## config.mk

```make
export PLATFORM = sky130hd
export DESIGN_NAME = food_placer
export DESIGN_NICKNAME = d
export VERILOG_FILES = /design/src/rtl/snake_pkg.sv /design/src/rtl/food_placer.sv
export SDC_FILE = /design/constraint.sdc
export NUM_CORES = 1
export LEC_CHECK = 0
export CORE_UTILIZATION = 60
export CTS_CLUSTER_SIZE = 8
export DETAILED_ROUTE_END_ITERATION = 8
export DONT_BUFFER_PORTS = 1
export PLACE_DENSITY = 0.76
export SLEW_MARGIN = 30
export SYNTH_ARGS = -nofsm -noshare
export SYNTH_HDL_FRONTEND = slang
export SYNTH_SLANG_ARGS = --single-unit
```

## constraint.sdc

```tcl
create_clock -name clk -period 2.51 [get_ports clk]
set_input_delay 0.251 -clock clk [delete_from_list [all_inputs] [get_ports clk]]
set_output_delay 0.251 -clock clk [all_outputs]
set_load 0.02 [all_outputs]
```

## src/rtl/snake_pkg.sv

```systemverilog
// Shared snake-game constants: coordinate widths, playfield bounds and the placer FSM states.
package snake_pkg;

   localparam int unsigned X_W = 8;
   localparam int unsigned Y_W = 7;

   localparam logic [X_W-1:0] X_MIN = 8'd15;
   localparam logic [X_W-1:0] X_MAX = 8'd130;
   localparam logic [Y_W-1:0] Y_MIN = 7'd15;
   localparam logic [Y_W-1:0] Y_MAX = 7'd100;

   typedef enum logic [1:0] {
      StIdle,
      StSample,
      StScan,
      StPlace
   } state_e;

   function automatic logic in_bounds(input logic [X_W-1:0] x, input logic [Y_W-1:0] y);
      return (x >= X_MIN) && (x <= X_MAX) && (y >= Y_MIN) && (y <= Y_MAX);
   endfunction

endpackage

```

## src/rtl/food_placer.sv

```systemverilog
// Food placer: draws RNG candidates and scans the snake body RAM until a free cell is found
// or the draw budget runs out.
module food_placer
   import snake_pkg::*;
#(
   parameter int unsigned MAX_LEN   = 64,
   parameter int unsigned MAX_TRIES = 16,
   localparam int unsigned AW = (MAX_LEN > 1) ? $clog2(MAX_LEN) : 1,
   localparam int unsigned TW = $clog2(MAX_TRIES + 1)
) (
   input  logic           clk,
   input  logic           rst_n,
   input  logic           i_place_req,
   input  logic [X_W-1:0] i_rng_x,
   input  logic [Y_W-1:0] i_rng_y,
   input  logic [AW:0]    i_snake_len,
   output logic [AW-1:0]  o_body_addr,
   input  logic [X_W-1:0] i_body_x,
   input  logic [Y_W-1:0] i_body_y,
   output logic [X_W-1:0] o_food_x,
   output logic [Y_W-1:0] o_food_y,
   output logic           o_food_valid,
   output logic           o_busy,
   output logic           o_place_fail
);

   state_e         r_state,  w_state_nxt;
   logic [X_W-1:0] r_cand_x, w_cand_x_nxt;
   logic [Y_W-1:0] r_cand_y, w_cand_y_nxt;
   logic [TW-1:0]  r_tries,  w_tries_nxt;
   logic [AW-1:0]  r_addr,   w_addr_nxt;
   logic [AW-1:0]  r_idx,    w_idx_nxt;
   logic [X_W-1:0] r_food_x, w_food_x_nxt;
   logic [Y_W-1:0] r_food_y, w_food_y_nxt;
   logic           r_valid,  w_valid_nxt;
   logic           r_fail,   w_fail_nxt;

   logic [TW-1:0]  w_tries_inc;
   logic [AW:0]    w_len_m1;
   logic           w_hit;
   logic           w_last;

   assign w_tries_inc = r_tries + TW'(1);
   assign w_len_m1    = i_snake_len - (AW + 1)'(1);
   assign w_hit       = (i_body_x == r_cand_x) && (i_body_y == r_cand_y);
   // r_idx names the segment whose data is on the body bus this cycle (one behind r_addr).
   assign w_last      = ({1'b0, r_idx} == w_len_m1);

   always_comb begin
      w_state_nxt  = r_state;
      w_cand_x_nxt = r_cand_x;
      w_cand_y_nxt = r_cand_y;
      w_tries_nxt  = r_tries;
      w_addr_nxt   = r_addr;
      w_idx_nxt    = r_idx;
      w_food_x_nxt = r_food_x;
      w_food_y_nxt = r_food_y;
      w_valid_nxt  = r_valid;
      w_fail_nxt   = 1'b0;

      case (r_state)
         StIdle: begin
            if (i_place_req) begin
               w_state_nxt = StSample;
               w_valid_nxt = 1'b0;
               w_tries_nxt = '0;
               w_addr_nxt  = '0;
            end
         end

         StSample: begin
            w_cand_x_nxt = i_rng_x;
            w_cand_y_nxt = i_rng_y;
            w_tries_nxt  = w_tries_inc;
            w_idx_nxt    = '0;
            w_addr_nxt   = '0;
            if (!in_bounds(i_rng_x, i_rng_y)) begin
               if (w_tries_inc < TW'(MAX_TRIES)) begin
                  w_state_nxt = StSample;
               end else begin
                  w_state_nxt = StIdle;
                  w_fail_nxt  = 1'b1;
                  w_valid_nxt = 1'b0;
               end
            end else if (i_snake_len == '0) begin
               w_state_nxt = StPlace;
            end else begin
               // Address 0 was presented during this cycle, so the scan resumes at 1.
               w_state_nxt = StScan;
               w_addr_nxt  = (i_snake_len > (AW + 1)'(1)) ? AW'(1) : '0;
            end
         end

         StScan: begin
            if (w_hit) begin
               w_addr_nxt = '0;
               if (r_tries < TW'(MAX_TRIES)) begin
                  w_state_nxt = StSample;
               end else begin
                  w_state_nxt = StIdle;
                  w_fail_nxt  = 1'b1;
                  w_valid_nxt = 1'b0;
               end
            end else if (w_last) begin
               w_state_nxt = StPlace;
               w_addr_nxt  = '0;
            end else begin
               w_idx_nxt  = r_idx + AW'(1);
               w_addr_nxt = ({1'b0, r_addr} < w_len_m1) ? r_addr + AW'(1) : r_addr;
            end
         end

         StPlace: begin
            w_food_x_nxt = r_cand_x;
            w_food_y_nxt = r_cand_y;
            w_valid_nxt  = 1'b1;
            w_state_nxt  = StIdle;
         end

         default: w_state_nxt = StIdle;
      endcase
   end

   always_ff @(posedge clk or negedge rst_n) begin
      if (!rst_n) begin
         r_state  <= StIdle;
         r_cand_x <= '0;
         r_cand_y <= '0;
         r_tries  <= '0;
         r_addr   <= '0;
         r_idx    <= '0;
         r_food_x <= '0;
         r_food_y <= '0;
         r_valid  <= 1'b0;
         r_fail   <= 1'b0;
      end else begin
         r_state  <= w_state_nxt;
         r_cand_x <= w_cand_x_nxt;
         r_cand_y <= w_cand_y_nxt;
         r_tries  <= w_tries_nxt;
         r_addr   <= w_addr_nxt;
         r_idx    <= w_idx_nxt;
         r_food_x <= w_food_x_nxt;
         r_food_y <= w_food_y_nxt;
         r_valid  <= w_valid_nxt;
         r_fail   <= w_fail_nxt;
      end
   end

   assign o_body_addr  = r_addr;
   assign o_food_x     = r_food_x;
   assign o_food_y     = r_food_y;
   assign o_food_valid = r_valid;
   assign o_busy       = (r_state != StIdle);
   assign o_place_fail = r_fail;

endmodule

```

==> results_dict.tcl <==
set metrics [dict create \
    cp_num_cells 8 \
    p_int_mw 2.05 \
    grt_overflow 0 \
    synth.ff_latch_count 51 \
    drc 0 \
    yosysSeqAreaShare_pct 41.6 \
    synth.top_cell.area_share_pct 41.6 \
    cts_buffers 5 \
    grt_start_max_net_pins 52 \
    syn_avg_cell_area_um2 11.0 \
    die_x_um 73.5 \
    clk_pin_slew_ps 100 \
    fin_crit_ps 2240 \
    hpwlAfterDp_mm 4.43 \
    cp_num_buf_inv 2 \
    cp_cell_sequence "inv_1 > ha_1 > inv_1 > nor2_1 > nor2_1 > and3_1 > a22oi_1 > o21ai_0" \
    io-pin-count 64 \
    initial_core_util_pct 63.6 \
    hold_path_startpoint "i_rng_x[6]" \
    worst-setup-path-type "reg -> reg" \
    netlist_area_mm2 0.00306 \
    cts.root.buffer_cell "clkbuf_8" \
    ir_worst_vdd_mv 0.672 \
    cts_max_path_buffers 2 \
    combPwrFrac_pct 39.2 \
    ant_nets 0 \
    cts_setup_buffers 0 \
    fillers 375 \
    yosys.area.top_type "dfrtp_1" \
    total_power_mw 3.41 \
    worstPathArrival_ps 2430 \
    htree_levels 2 \
    fin_crit_sh_pct 89.3 \
    clk_latency_ps 300 \
    nNetsFinal 347 \
    p_sw_mw 1.37 \
    totalWireLength_mm 5.88 \
    syn2layout_area_growth_pct 8.29 \
    p_sw_share_pct 40.0 \
    core-area_mm2 0.00482 \
    final-max-slew-violation-count 0 \
    worst_path_max_delay_cell "nor2_1" \
    worstSetupStartpoint "r_state[1]" \
    syn_inst 278 \
    synth_flop_cell "dfrtp_1" \
    vias_per_cell 6.01 \
    rsz0062_at_grt "false" \
    tightest_slew_ps 493 \
    max_freq_mhz 446 \
    die_h_um 73.5 \
    diodes 0 \
    setup_tns_ps 0 \
    synth_nets 333 \
    cts_resized 0 \
    io_buffers 0 \
    seq_power_share_pct 46.6 \
    min_delay_path_depth 1 \
    drtPass1Iterations 4 \
    antenna_found_initial 0 \
    reg2reg_depth 8 \
    path_max_fanout 7 \
    synth.most_common_cell "dfrtp_1" \
    drtIter0Drc 126 \
    grt_usage_pct 24.4 \
    synth_edf_count 0 \
    drive_above_1_share_pct 24.2 \
    cpLargestDelayFamily "simple AND/OR/NAND/NOR gates" \
    end_kind "flip-flop" \
    p_per_area_mw_per_mm2 1030 \
    grt_pass1_vias 2153 \
    leakagePower_nw 1.47 \
    pwr-share-clk_pct 14.1 \
    slew_headroom_pct 67.0 \
    hp-class "in -> reg" \
    rows 25 \
    grt_pass1_wl_mm 9.96 \
    synthArstFlopShare_pct 100 \
    status "completed" \
    routedWlPerCell_um 16.3 \
    synth.top_cells.by_count "dfrtp_1, mux2_2, nand2_1" \
    cts_sinks 51 \
    r2r-start "r_state[1]" \
    cpPeakStageDelay_ps 440 \
    skew_ps 6.91 \
    ys_warn_count 0 \
    place_congestion 0.832 \
    maxCapViolations 0 \
    critPathRequiredTime_ps 2700 \
    cts_tree "yes" \
    startpoint_type "flip-flop" \
    synth_area_leaders "dfrtp_1, mux2_2, ha_1" \
    synth_cell_types 51 \
    setup_viol 0 \
    via_count 2165 \
    hold_violations 0 \
    die-area_mm2 0.00540 \
]
-- state kept, by name, summed over array words and instances, names as in the netlist --
signal,flops
r_cand_x,8
r_tries,5
o_food_x,8
o_place_fail,1
o_food_y,7
r_cand_y,7
o_body_addr,6
o_food_valid,1
r_state,2
r_idx,6
-- worst register-to-register path: stages (launching register included) --
cell and delay (ps):
dfrtp_1 420, inv_1 130, ha_1 260, inv_1 190, nor2_1 440, nor2_1 170
and3_1 270, a22oi_1 170, o21ai_0 90
-- cells by family (layout without fill, tap and decap cells) --
kind of cell	Yosys count	count (layout)	synth area share, %
DFF	51	51	41.6
buffers and inverters	15	30	2.57
and+or+nand+nor	84	84	15.3
adders and majority gates	15	15	6.12
muxes	43	43	15.4
AOI/OAI and AO/OA	44	44	10.6
xor gates and xnor gates	26	26	8.45
-- per-stage QoR --
step | instances | hold slack, ps | setup slack, ps | area, um^2 | utilization [%]
final | 360 | 92.0 | 268 | 3320 | 68.9
after global routing | 360 | 73.0 | 69.0 | 3320 | 68.9
after CTS | 360 | 83.3 | 275 | 3320 | 68.9
after detailed placement | 350 | -42.5 | 117 | 3190 | 66.2
after global placement | 350 | -43.3 | 211 | 3190 | 66.2
after floorplan | 278 | -44.6 | 117 | 3060 | -
-- path summary, 6_finish.rpt --
check                                  to  slack [ps]
setup / recovery           o_body_addr[3]         270
hold / removal                r_cand_x[6]          90
setup reg to reg           o_body_addr[3]         270
hold reg to reg                  r_idx[5]         510
max in group asynchronous     r_cand_y[0]        1820
min in group asynchronous    o_food_valid         470
-- per-layer routing --
| metal | GRT usage (%) | vias up | part of all wire (%) |
|---|---|---|---|
| li1 | - | 1042 | - |
| met1 | 30.7 | 1045 | 43 |
| met2 | 40.5 | 71 | 48 |
| met3 | 8.64 | 7 | 8.3 |
| met4 | 5.77 | 0 | 0.93 |
| met5 | 0 | - | 0 |
-- cells in the final DEF (no fill, tap or decap), types with 5 or more instances in the layout --
| master | count |
|---|---|
| ha_1 | 15 |
| buf_4 | 12 |
| inv_1 | 8 |
| clkbuf_8 | 5 |
| a21oi_1 | 8 |
| nor2_1 | 15 |
| nand4_1 | 7 |
| nand2_1 | 24 |
| mux2i_1 | 11 |
| xnor2_1 | 21 |
| mux2_2 | 32 |
| dfrtp_1 | 51 |
| o21ai_0 | 8 |
| nand3_1 | 10 |
-- final cells by class --
class	instances	area (um^2)	share of cell area, %
multi-input cells	212	1710	51.5
inverters	8	30.0	0.905
clock buffers	5	68.8	2.07
well taps	67	83.8	2.53
flip-flops and latches	51	1280	38.5
clock inverters	3	22.5	0.679
repair buffers	14	128	3.85
-- repair_timing --
item | in CTS | in global routing
endpoints found under the hold margin | 51 | 0
endpoints found under the setup margin | 0 | 0
hold buffers | 2 | 0
-- power groups by stage --
stage | clock network, mW | registers (mW) | logic, mW
CTS | 0.497 | 1.59 | 1.35
detailed placement | 0 | 1.60 | 1.33
global placement | 0 | 1.59 | 1.30
global route | 0.529 | 1.64 | 1.50
floorplan | 0 | 1.53 | 1.11
finish | 0.482 | 1.59 | 1.34
No activity file was read; power rests on OpenSTA's default activity.
